<file path="config.mk">
export PLATFORM = sky130hd
export DESIGN_NAME = snake_move_ctrl
export DESIGN_NICKNAME = d
export VERILOG_FILES = /design/src/rtl/snake_pkg.sv /design/src/rtl/move_timer.sv /design/src/rtl/snake_move_ctrl.sv
export SDC_FILE = /design/constraint.sdc
export NUM_CORES = 1
export LEC_CHECK = 0
export ABC_AREA = 1
export CAP_MARGIN = 0
export CORE_ASPECT_RATIO = 0.8
export CORE_UTILIZATION = 48
export DETAILED_ROUTE_END_ITERATION = 10
export PLACE_DENSITY = 0.79
export SLEW_MARGIN = 20
export SYNTH_ARGS = -nofsm -noshare
export SYNTH_HDL_FRONTEND = slang
export SYNTH_SLANG_ARGS = --single-unit
</file>
<file path="constraint.sdc">
create_clock -name vga_clk -period 2.35 [get_ports vga_clk]
set_input_delay 0.5875 -clock vga_clk [delete_from_list [all_inputs] [get_ports vga_clk]]
set_output_delay 0.5875 -clock vga_clk [all_outputs]
set_load 0.03 [all_outputs]
</file>
<file path="src/rtl/snake_pkg.sv">
// Shared definitions for the snake movement controller.
// Holds direction and FSM state encodings, playfield limits, segment width.
// Also provides the direction-reversal helper used for turn filtering.
package snake_pkg;

  localparam int SEG_W   = 10;   // width of one coordinate / body segment field
  localparam int FIELD_W = 640;  // playfield x range 0..639
  localparam int FIELD_H = 480;  // playfield y range 0..479

  typedef enum logic [1:0] {
    DIR_UP    = 2'd0,
    DIR_RIGHT = 2'd1,
    DIR_DOWN  = 2'd2,
    DIR_LEFT  = 2'd3
  } dir_t;

  typedef enum logic [1:0] {
    ST_IDLE = 2'd0,
    ST_RUN  = 2'd1,
    ST_OVER = 2'd2
  } state_t;

  // Opposite directions differ only in the upper encoding bit.
  function automatic dir_t rev_dir(input dir_t d);
    return dir_t'(d ^ 2'b10);
  endfunction

endpackage

</file>
<file path="src/rtl/move_timer.sv">
// Purpose: step timer; pulses tick once every TICK_DIV enabled cycles.
// Latency: tick is combinational from the count, asserted on count TICK_DIV-1.
// Backpressure: none; count is cleared whenever en is low.
// Ports: vga_clk (clock), rst_n (sync active-low reset), en (count enable), tick (step pulse).
module move_timer #(
  parameter int TICK_DIV = 6250000
) (
  input  logic vga_clk,
  input  logic rst_n,
  input  logic en,
  output logic tick
);

  localparam int CW = (TICK_DIV > 2) ? $clog2(TICK_DIV) : 1;

  logic [CW-1:0] cnt;

  assign tick = en && (cnt == CW'(TICK_DIV - 1));

  // Holding the count at zero while disabled gives a full period after RUN entry.
  always_ff @(posedge vga_clk) begin
    if (!rst_n || !en) begin
      cnt <= '0;
    end else if (tick) begin
      cnt <= '0;
    end else begin
      cnt <= cnt + CW'(1);
    end
  end

endmodule

</file>
<file path="src/rtl/snake_move_ctrl.sv">
// Purpose: snake game movement FSM (IDLE/RUN/OVER), head stepping, body history, score.
// Latency: head/body/score update on the edge closing the move_tick cycle; flags registered.
// Backpressure: none; direction/eat inputs are sampled, hazard overrides a same-cycle step.
// Ports: vga_clk, rst_n (sync active-low), start, dir_req/dir_valid, eat, hazard in;
//        snakex/snakey head, storex/storey body (segment 0 newest), score, move_tick,
//        running, over out.
// Config: define WRAP_EN to wrap the head at the playfield edges instead of ending the game.
module snake_move_ctrl import snake_pkg::*; #(
  parameter int TICK_DIV = 6250000,
  parameter int STEP     = 20,
  parameter int MAX_SEG  = 20,
  parameter int START_X  = 320,
  parameter int START_Y  = 240
) (
  input  logic                     vga_clk,
  input  logic                     rst_n,
  input  logic                     start,
  input  logic [1:0]               dir_req,
  input  logic                     dir_valid,
  input  logic                     eat,
  input  logic                     hazard,
  output logic [SEG_W-1:0]         snakex,
  output logic [SEG_W-1:0]         snakey,
  output logic [SEG_W*MAX_SEG-1:0] storex,
  output logic [SEG_W*MAX_SEG-1:0] storey,
  output logic [7:0]               score,
  output logic                     move_tick,
  output logic                     running,
  output logic                     over
);

  localparam int STORE_W = SEG_W * MAX_SEG;
  localparam logic [SEG_W-1:0] STEP_V  = SEG_W'(STEP);
  localparam logic [SEG_W-1:0] X_LAST  = SEG_W'(FIELD_W - 1);
  localparam logic [SEG_W-1:0] Y_LAST  = SEG_W'(FIELD_H - 1);
  localparam logic [SEG_W-1:0] X_WRAP  = SEG_W'(FIELD_W - STEP);
  localparam logic [SEG_W-1:0] Y_WRAP  = SEG_W'(FIELD_H - STEP);
  localparam logic [SEG_W-1:0] X_INIT  = SEG_W'(START_X);
  localparam logic [SEG_W-1:0] Y_INIT  = SEG_W'(START_Y);
  localparam logic [7:0]       SCORE_MAX = 8'(MAX_SEG);
`ifdef WRAP_EN
  localparam logic WALL_STOP = 1'b0;
`else
  localparam logic WALL_STOP = 1'b1;
`endif

  state_t           state, state_nx;
  dir_t             cur_dir, pend_dir, move_dir;
  logic             grow;
  logic             dir_acc, restart, step_ok, wall, timer_en;
  logic [SEG_W-1:0] nx, ny;

  assign timer_en = (state == ST_RUN);

  move_timer #(.TICK_DIV(TICK_DIV)) u_move_timer (
    .vga_clk (vga_clk),
    .rst_n   (rst_n),
    .en      (timer_en),
    .tick    (move_tick)
  );

  // A reversal is judged against the direction actually being travelled,
  // and a request arriving on the tick cycle still steers that tick.
  assign dir_acc  = dir_valid && (dir_t'(dir_req) != rev_dir(cur_dir));
  assign move_dir = dir_acc ? dir_t'(dir_req) : pend_dir;
  assign restart  = (state == ST_OVER) && start;
  assign step_ok  = (state == ST_RUN) && move_tick && !hazard && !wall;

  // Candidate head position. Underflow past 0 wraps to a large 10-bit value,
  // so a single "> last" compare catches leaving the field on either side.
  always_comb begin
    nx   = snakex;
    ny   = snakey;
    wall = 1'b0;
    unique case (move_dir)
      DIR_UP: begin
        ny = snakey - STEP_V;
        if (ny > Y_LAST) begin wall = WALL_STOP; ny = Y_WRAP; end
      end
      DIR_RIGHT: begin
        nx = snakex + STEP_V;
        if (nx > X_LAST) begin wall = WALL_STOP; nx = '0; end
      end
      DIR_DOWN: begin
        ny = snakey + STEP_V;
        if (ny > Y_LAST) begin wall = WALL_STOP; ny = '0; end
      end
      DIR_LEFT: begin
        nx = snakex - STEP_V;
        if (nx > X_LAST) begin wall = WALL_STOP; nx = X_WRAP; end
      end
    endcase
  end

  always_comb begin
    state_nx = state;
    unique case (state)
      ST_IDLE: if (start) state_nx = ST_RUN;
      ST_RUN:  if (hazard || (move_tick && wall)) state_nx = ST_OVER;
      ST_OVER: if (start) state_nx = ST_RUN;
      default: state_nx = ST_IDLE;
    endcase
  end

  always_ff @(posedge vga_clk) begin
    if (!rst_n) begin
      state   <= ST_IDLE;
      running <= 1'b0;
      over    <= 1'b0;
    end else begin
      state   <= state_nx;
      running <= (state_nx == ST_RUN);
      over    <= (state_nx == ST_OVER);
    end
  end

  always_ff @(posedge vga_clk) begin
    if (!rst_n || restart) begin
      snakex   <= X_INIT;
      snakey   <= Y_INIT;
      storex   <= '0;
      storey   <= '0;
      score    <= '0;
      cur_dir  <= DIR_RIGHT;
      pend_dir <= DIR_RIGHT;
      grow     <= 1'b0;
    end else if (state == ST_RUN) begin
      if (dir_acc) pend_dir <= dir_t'(dir_req);
      if (eat)     grow     <= 1'b1;
      if (step_ok) begin
        cur_dir  <= move_dir;
        pend_dir <= move_dir;
        snakex   <= nx;
        snakey   <= ny;
        storex   <= {storex[STORE_W-SEG_W-1:0], snakex};
        storey   <= {storey[STORE_W-SEG_W-1:0], snakey};
        if (grow || eat) score <= (score < SCORE_MAX) ? score + 8'd1 : score;
        grow     <= 1'b0;
      end
    end
  end

endmodule
</file>
# --- Word-level counts from Yosys, hierarchy flattened ---
# Index checks and enable logic that the tools add are counted.
# Widths: inputs -> output; s select.
totals:
  reg_bits: 460
  latch_bits: 0
  ramBits: 0
  rom_bits: 0
  in_bits: 8
  output_inout_bits: 431
  word_cells: 77
  n_memories: 0
classes:
  addsub: 6
  multipliers: 0
  div: 0
  magnitude_cmp: 5
  n_eq_ne: 9
  shifts: 0
  muxes: 17
  n_bitwise: 1
  reduce_logical: 27
op_table:
  columns: ["cell", "count"]
  rows:
  - ["$mux 10", 4]
  - ["$pmux 10 s2", 2]
  - ["$add 23x1->23 const B", 1]
  - ["$eq 23x23->1 const B", 1]
  - ["$add 10x5->10 const B", 2]
  - ["$gt 10x10->1 const B", 2]
  - ["$gt 10x9->1 const B", 2]
  - ["$sub 10x5->10 const B", 2]
  - ["$add 8x1->8 const B", 1]
  - ["$eq 2x2->1 const B", 4]
  - ["$lt 8x5->1 const B", 1]
  - ["$logic_and 1x1->1", 7]
  - ["$eq 2x1->1 const B", 3]
  - ["$mux 1", 6]
  - ["$mux 2", 3]
  - ["$reduce_and 3->1", 2]
  - ["$reduce_bool 2->1", 3]
  - ["$logic_not 1->1", 4]
  - ["$logic_not 2->1", 2]
  - ["$logic_or 1x1->1", 4]
  - ["$pmux 1 s4", 1]
  - ["$pmux 2 s2", 1]
  - ["$reduce_and 2->1", 2]
  - ["$reduce_and 4->1", 1]
  - ["other kinds (3)", 4]

# --- Logic depth before layout (Yosys ltp) ---
depth:
  depth_word: 11
  depth_mapped: 19
  ltp_nobuf: 17

# --- By module ---
# Synthesis repeated with hierarchy kept, for this count alone.
hier_totals:
  hier_cells: 2044
  area_unflattened_um2: 15351.0
modules_own_cells:
  columns: ["module", "n_inst", "cells_per_inst", "area_each_um2", "seq_area_each_um2"]
  rows:
  - ["snake_move_ctrl", 1, 1861, 14091.0, 7066.8]
  - ["move_timer", 1, 183, 1260.0, 460.4]

# --- Worst setup path after synthesis ---
# No wires, ideal clock.
synth_timing:
  path_kind: "register -> register"
  from: "reg snakex[2]"
  to: "reg storey[183]"
  setup_ns: 0.116
  arrival_time_ns: 2.290
  required_ns: 2.234
  setup_slack_ns: -0.056
  path_stages_with_launch: 19
  n_path_buf: 2
  period_less_slack_ns: 2.406
  cell_sequence: "dfxtp_1 -> inv_1 -> ha_1 -> inv_1 -> nand2_2 -> nand3_1 -> nand2_1 -> nand2_1 -> nand3_1 -> nand2_2 -> nor2_1 -> nor2_2 -> nand3_2 -> nand2_4 -> nand2_4 -> buf_6 -> buf_2 -> o21ai_0 -> nor2_1"
synth_via:
  elab_chain_cells: 7
  word_cells_on_any_way: 10
  cone_classes: "add/sub: 2; order compare: 2; mux: 3; reduce/logical: 3"
synth_rtl:
  columns: ["element", "line_no", "text"]
  rows:
  - ["start, declared", "snake_move_ctrl.sv:22", "output logic [SEG_W-1:0] snakex,"]
  - ["start signal, assigned", "snake_move_ctrl.sv:133", "snakex <= nx;"]
  - ["$sub 10x5->10 or $add 10x5->10 (tied branches)", "snake_move_ctrl.sv:89, snake_move_ctrl.sv:81", null]
  - ["$gt 10x10->1 (on tied branches)", "snake_move_ctrl.sv:90, snake_move_ctrl.sv:82", null]
  - ["$mux 1 (on tied branches)", "snake_move_ctrl.sv:90, snake_move_ctrl.sv:82", null]
  - ["$pmux 1 s4 *", "snake_move_ctrl.sv:75", "unique case (move_dir)"]
  - ["$logic_not 1->1 *", "snake_move_ctrl.sv:67", "assign step_ok = (state == ST_RUN) && move_tick && !hazard && !wall;"]
  - ["$logic_and 1x1->1 *", "snake_move_ctrl.sv:67", null]
  - ["$reduce_and 2->1 (no line) *", null, null]
  - ["end signal, assigned", "snake_move_ctrl.sv:136", "storey <= {storey[STORE_W-SEG_W-1:0], snakey};"]
  - ["end, declared", "snake_move_ctrl.sv:25", "output logic [SEG_W*MAX_SEG-1:0] storey,"]
# Mark *: on every way between the ends. The rest lies on a longest branch, timed or not.
# A chain may end at the register's enable or synchronous reset.

# --- Final worst setup path ---
layout_timing:
  from: "reg cur_dir[0]"
  to: "reg storex[37]"
layout_via:
  elab_chain_cells: 8
  word_cells_on_any_way: 11
  cone_classes: "eq/ne: 4; mux: 2; reduce/logical: 5"
layout_rtl:
  columns: ["element", "line_no", "text"]
  rows:
  - ["start, declared", "snake_move_ctrl.sv:48", "dir_t cur_dir, pend_dir, move_dir;"]
  - ["start signal, assigned", "snake_move_ctrl.sv:131", "cur_dir <= move_dir;"]
  - ["$ne 2x2->1 *", "snake_move_ctrl.sv:64", "assign dir_acc = dir_valid && (dir_t'(dir_req) != rev_dir(cur_dir));"]
  - ["$logic_and 1x1->1 *", "snake_move_ctrl.sv:64", null]
  - ["$mux 2 *", null, null]
  - ["$eq 2x2->1 (tied with other cells)", "snake_move_ctrl.sv:75", null]
  - ["$pmux 1 s4 *", "snake_move_ctrl.sv:75", null]
  - ["$logic_not 1->1 *", "snake_move_ctrl.sv:67", null]
  - ["$logic_and 1x1->1 *", "snake_move_ctrl.sv:67", null]
  - ["$reduce_and 2->1 (no line) *", null, null]
  - ["end signal, assigned", "snake_move_ctrl.sv:135", "storex <= {storex[STORE_W-SEG_W-1:0], snakex};"]
  - ["end, declared", "snake_move_ctrl.sv:24", "output logic [SEG_W*MAX_SEG-1:0] storex,"]
# Marks and branches as above.

==> impl_metrics.json <==
{
  "synth_top_family_by_area": "simple AND/OR/NAND/NOR gates",
  "antenna_cells": 0,
  "post_layout_min_period_ns": 2.61,
  "cts_root_buf": "sky130_fd_sc_hd__clkbuf_16",
  "yosysSeqAreaShare_pct": 49.5,
  "gr-total-overflow": 0,
  "final.period_utilization_pct": 111,
  "setup.worst_path.end_class": "flip-flop",
  "drt_first_pass_iters": 6,
  "run_status": "finished, violations left",
  "gpl.final_weighted_congestion": 0.885,
  "share_of_the_synthesized_area_in_the_top_cell_type_pct": 49.5,
  "synth_area_per_cell_um2": 7.58,
  "hold_violations": 0,
  "reg2reg_slack_ns": -0.26,
  "worst_r2r_startpoint": "cur_dir[0]",
  "post_layout_nets": 2501,
  "post_synth_instance_area_um2": 15200,
  "hold_path.startpoint": "u_move_timer.cnt[0]",
  "worst_setup_hold_path_clk_slew_ns": 0.07,
  "area_growth_syn_to_layout_pct": 59.2,
  "cts_tree": "built",
  "area_fraction_in_and_or_nand_and_nor_cells_after_synthesis_pct": 25.1,
  "power_leakage_uw": 0.00950,
  "post_synth_fa_ha_maj_area_fraction_pct": 0.658,
  "post_synth_xor_area_fraction_pct": 0.518,
  "power.sequential.fraction_pct": 48.3,
  "power.share.combinational_pct": 6.2,
  "worst-slew-pin-transition_ns": 0.629,
  "grt_usage_pct": 27.3,
  "async_flop_share_pct": 0,
  "fin_tns_setup_ns": -9.15,
  "via_count": 16200,
  "die_area_um2": 32400,
  "detail_route.wl_per_cell_um": 21.5,
  "cts.path.max_buffers": 3,
  "ant_nets": 0,
  "yosys-top-cells-area": "sky130_fd_sc_hd__dfxtp_1, sky130_fd_sc_hd__nor2_1, sky130_fd_sc_hd__o21ai_0, sky130_fd_sc_hd__buf_4, sky130_fd_sc_hd__o21ai_1",
  "grt_first_pass_wirelength_um": 71400,
  "synth.ff_latch_count": 376,
  "chipHeight_um": 161,
  "multiplexer_share_of_the_synthesized_area_pct": 0,
  "io_buffer_count": 354,
  "placementRows": 57,
  "post_synth_top_flop": "sky130_fd_sc_hd__dfxtp_1",
  "floorplan.core_area_um2": 30700,
  "finalHoldWorstSlack_ns": 0.440,
  "hpwl_um": 32100,
  "synthDistinctLibCells": 40,
  "clock_sink_count": 376,
  "worst_r2r_endpoint": "storex[37]",
  "power.density_cell_area_nw_per_um2": 546,
  "maxCapViolCount": 0,
  "grt_setup_unrepaired": "true",
  "maxSlewHeadroom_pct": 57.9,
  "via_per_inst": 5.55,
  "antenna_found_initial": 0,
  "synth_enable_flop_cells": 0,
  "initial_core_util_pct": 49.5,
  "slew_violations": 0,
  "ioPinCount": 439,
  "placed_cells_incl_taps": 2745,
  "route.final.wire_length_um": 63000,
  "cp-start-kind": "flip-flop",
  "floorplan.die.width_um": 201,
  "switching_power_uw": 3250,
  "finish.cell_count_without_fillers": 2924,
  "synth_compound_gate_area_share_pct": 13.0,
  "ir_worst_vdd_uv": 511,
  "hold_removal_path_class": "reg -> reg",
  "first_global_vias": 13100,
  "drt-initial-drc-count": 1628,
  "setup_violations": 212,
  "drc": 0,
  "clkPwrFrac_pct": 45.6,
  "cp.required_ns": 2.79,
  "worstHoldEndpoint": "u_move_timer.cnt[0]",
  "critical_path_class": "reg -> reg",
  "design_power_total_uw": 13200,
  "cts_inserted_buffers": 37,
  "htreeDepth": 2,
  "finalWorstSetupSlack_ns": -0.256,
  "synth_area_leader_cell": "sky130_fd_sc_hd__dfxtp_1",
  "syn-instance-count": 2008,
  "worst_hold_path.num_cells": 1,
  "failed_checks": "negative setup slack",
  "timing.critical_path.from": "cur_dir[0]",
  "maximum_clock_rate_mhz": 384,
  "timing.critical_path.arrival_ns": 3.05,
  "cell_internal_pwr_uw": 9970,
  "layout-drive-gt1-share_pct": 24.5,
  "grt_max_degree": 99,
  "finalClockSkew_ns": 0.0395,
  "clk_latency_ns": 0.57,
  "netSwitchingFraction_pct": 24.6,
  "r2r.worst_path.cells": 19,
  "yosys_warnings": 0,
  "critPathMaxFanout": 6
}
## sequential cells by signal, indices dropped and copies added (netlist names)
register and cells:
storex 160, running 1, state 2, u_move_timer.cnt 23, over 1, snakex 8
storey 160, score 8, grow 1, pend_dir 2, snakey 8, cur_dir 2
## critical path, cell delays in order (launching register included)
cell                        delay (ns)
sky130_fd_sc_hd__dfxtp_1          0.42
sky130_fd_sc_hd__inv_1            0.06
sky130_fd_sc_hd__nand2_1          0.07
sky130_fd_sc_hd__nand2_1          0.07
sky130_fd_sc_hd__nand2_2          0.10
sky130_fd_sc_hd__nand2_2          0.08
sky130_fd_sc_hd__nand2_1          0.09
sky130_fd_sc_hd__nand2_2          0.11
sky130_fd_sc_hd__nand2_2          0.12
sky130_fd_sc_hd__nor2_4           0.05
sky130_fd_sc_hd__nor2_4           0.12
sky130_fd_sc_hd__nand3_4          0.10
sky130_fd_sc_hd__nand2_8          0.12
sky130_fd_sc_hd__nand2_8          0.10
sky130_fd_sc_hd__buf_16           0.17
sky130_fd_sc_hd__buf_12           0.14
sky130_fd_sc_hd__inv_16           0.08
sky130_fd_sc_hd__clkbuf_16        0.16
sky130_fd_sc_hd__nor2_2           0.05
sky130_fd_sc_hd__nor2_1           0.30
## logic make-up (layout without fill, tap and decap cells)
kind of cell | Yosys count | count (layout)
compound gates | 387 | 387
xor+xnor | 9 | 9
fa+ha+maj | 8 | 8
buf+inv | 279 | 693
flops | 376 | 376
other cells | 1 | 84
simple gates | 948 | 954
## synthesized netlist by cell type (10+ instances only)
master                     count
sky130_fd_sc_hd__inv_1        68
sky130_fd_sc_hd__buf_4        90
sky130_fd_sc_hd__nand3_1      57
sky130_fd_sc_hd__a21oi_1      26
sky130_fd_sc_hd__o21ai_1     129
sky130_fd_sc_hd__nor3_1       10
sky130_fd_sc_hd__o21ai_0     217
sky130_fd_sc_hd__nand4_1      20
sky130_fd_sc_hd__dfxtp_1     376
sky130_fd_sc_hd__clkbuf_1     41
sky130_fd_sc_hd__buf_6        38
sky130_fd_sc_hd__buf_2        32
sky130_fd_sc_hd__nor2_1      697
sky130_fd_sc_hd__nand2_1     134
## placed cells by master (no fill, tap or decap), drive strengths merged, types with 2 or more instances in the layout
cell type,synthesis,routed
clkinv,2,11
nor4,8,8
dlygate4sd2,0,14
dfxtp,376,376
nor2,705,705
clkdlybuf4s50,0,338
o21ai,350,350
buf,160,148
nand2,142,148
xor2,7,7
o21a,3,3
ha,8,8
nor3,11,11
conb,1,84
clkbuf,41,95
a31oi,4,4
nand3,58,58
clkinvlp,0,2
nand4,20,20
xnor2,2,2
inv,76,83
a21oi,26,26
## area by class of cell
class	instances	area, µm²
Clock buffer	55	1090
Clock inverter	10	110
Fill cell	1865	6520
Inverter	78	332
Multi-Input combinational cell	1442	8040
Sequential cell	376	7560
Tap cell	413	517
Timing Repair Buffer	541	6410
Timing Repair inverter	9	154
## how the worst max path moves through the flow
stage | end | slack, ns | cells after the start
floorplan | snakey[4] | 0.008 | 18
global placement | storey[168] | -0.50 | 17
detailed placement | storey[168] | -0.63 | 17
CTS | move_tick | -0.17 | 9
global route | storex[37] | -0.39 | 18
finish | storex[37] | -0.26 | 19
## power by group through the flow
stage | Sequential [µW] | Combinational (µW) | Clock, µW
6_report | 6380 | 818 | 6020
4_1_cts | 6390 | 655 | 5980
5_1_grt | 6380 | 871 | 6290
3_5_place_dp | 6530 | 639 | 0
3_3_place_gp | 6530 | 629 | 0
2_1_floorplan | 6530 | 591 | 0
## per-stage QoR
| stage | area, µm² | utilization, % | setup WS (ns) |
|---|---|---|---|
| after floorplan | 15500 | - | 0.00779 |
| after global placement | 19000 | 61.9 | -0.499 |
| final | 24200 | 78.8 | -0.256 |
| after global routing | 24200 | 78.8 | -0.392 |
| after CTS | 20400 | 66.4 | -0.174 |
| after detailed placement | 19000 | 61.9 | -0.635 |
## routing by layer
layer	vias up	GRT usage, %	wire, µm
li1	7294	-	-
met1	7706	35.3	23800
met2	967	45.1	29500
met3	273	6.11	6050
met4	0	8.92	3560
met5	-	0	0
## timing repair
| item | 4_1_cts | 5_1_grt |
|---|---|---|
| endpoints found under the setup margin | 327 | 356 |
| gates cloned | 4 | 78 |
| setup buffers | 1 | 32 |
| resized for setup | 65 | 645 |
| pin swaps | 6 | 69 |
| hold buffers | 0 | 0 |
Power figures use the tool's default switching activity.
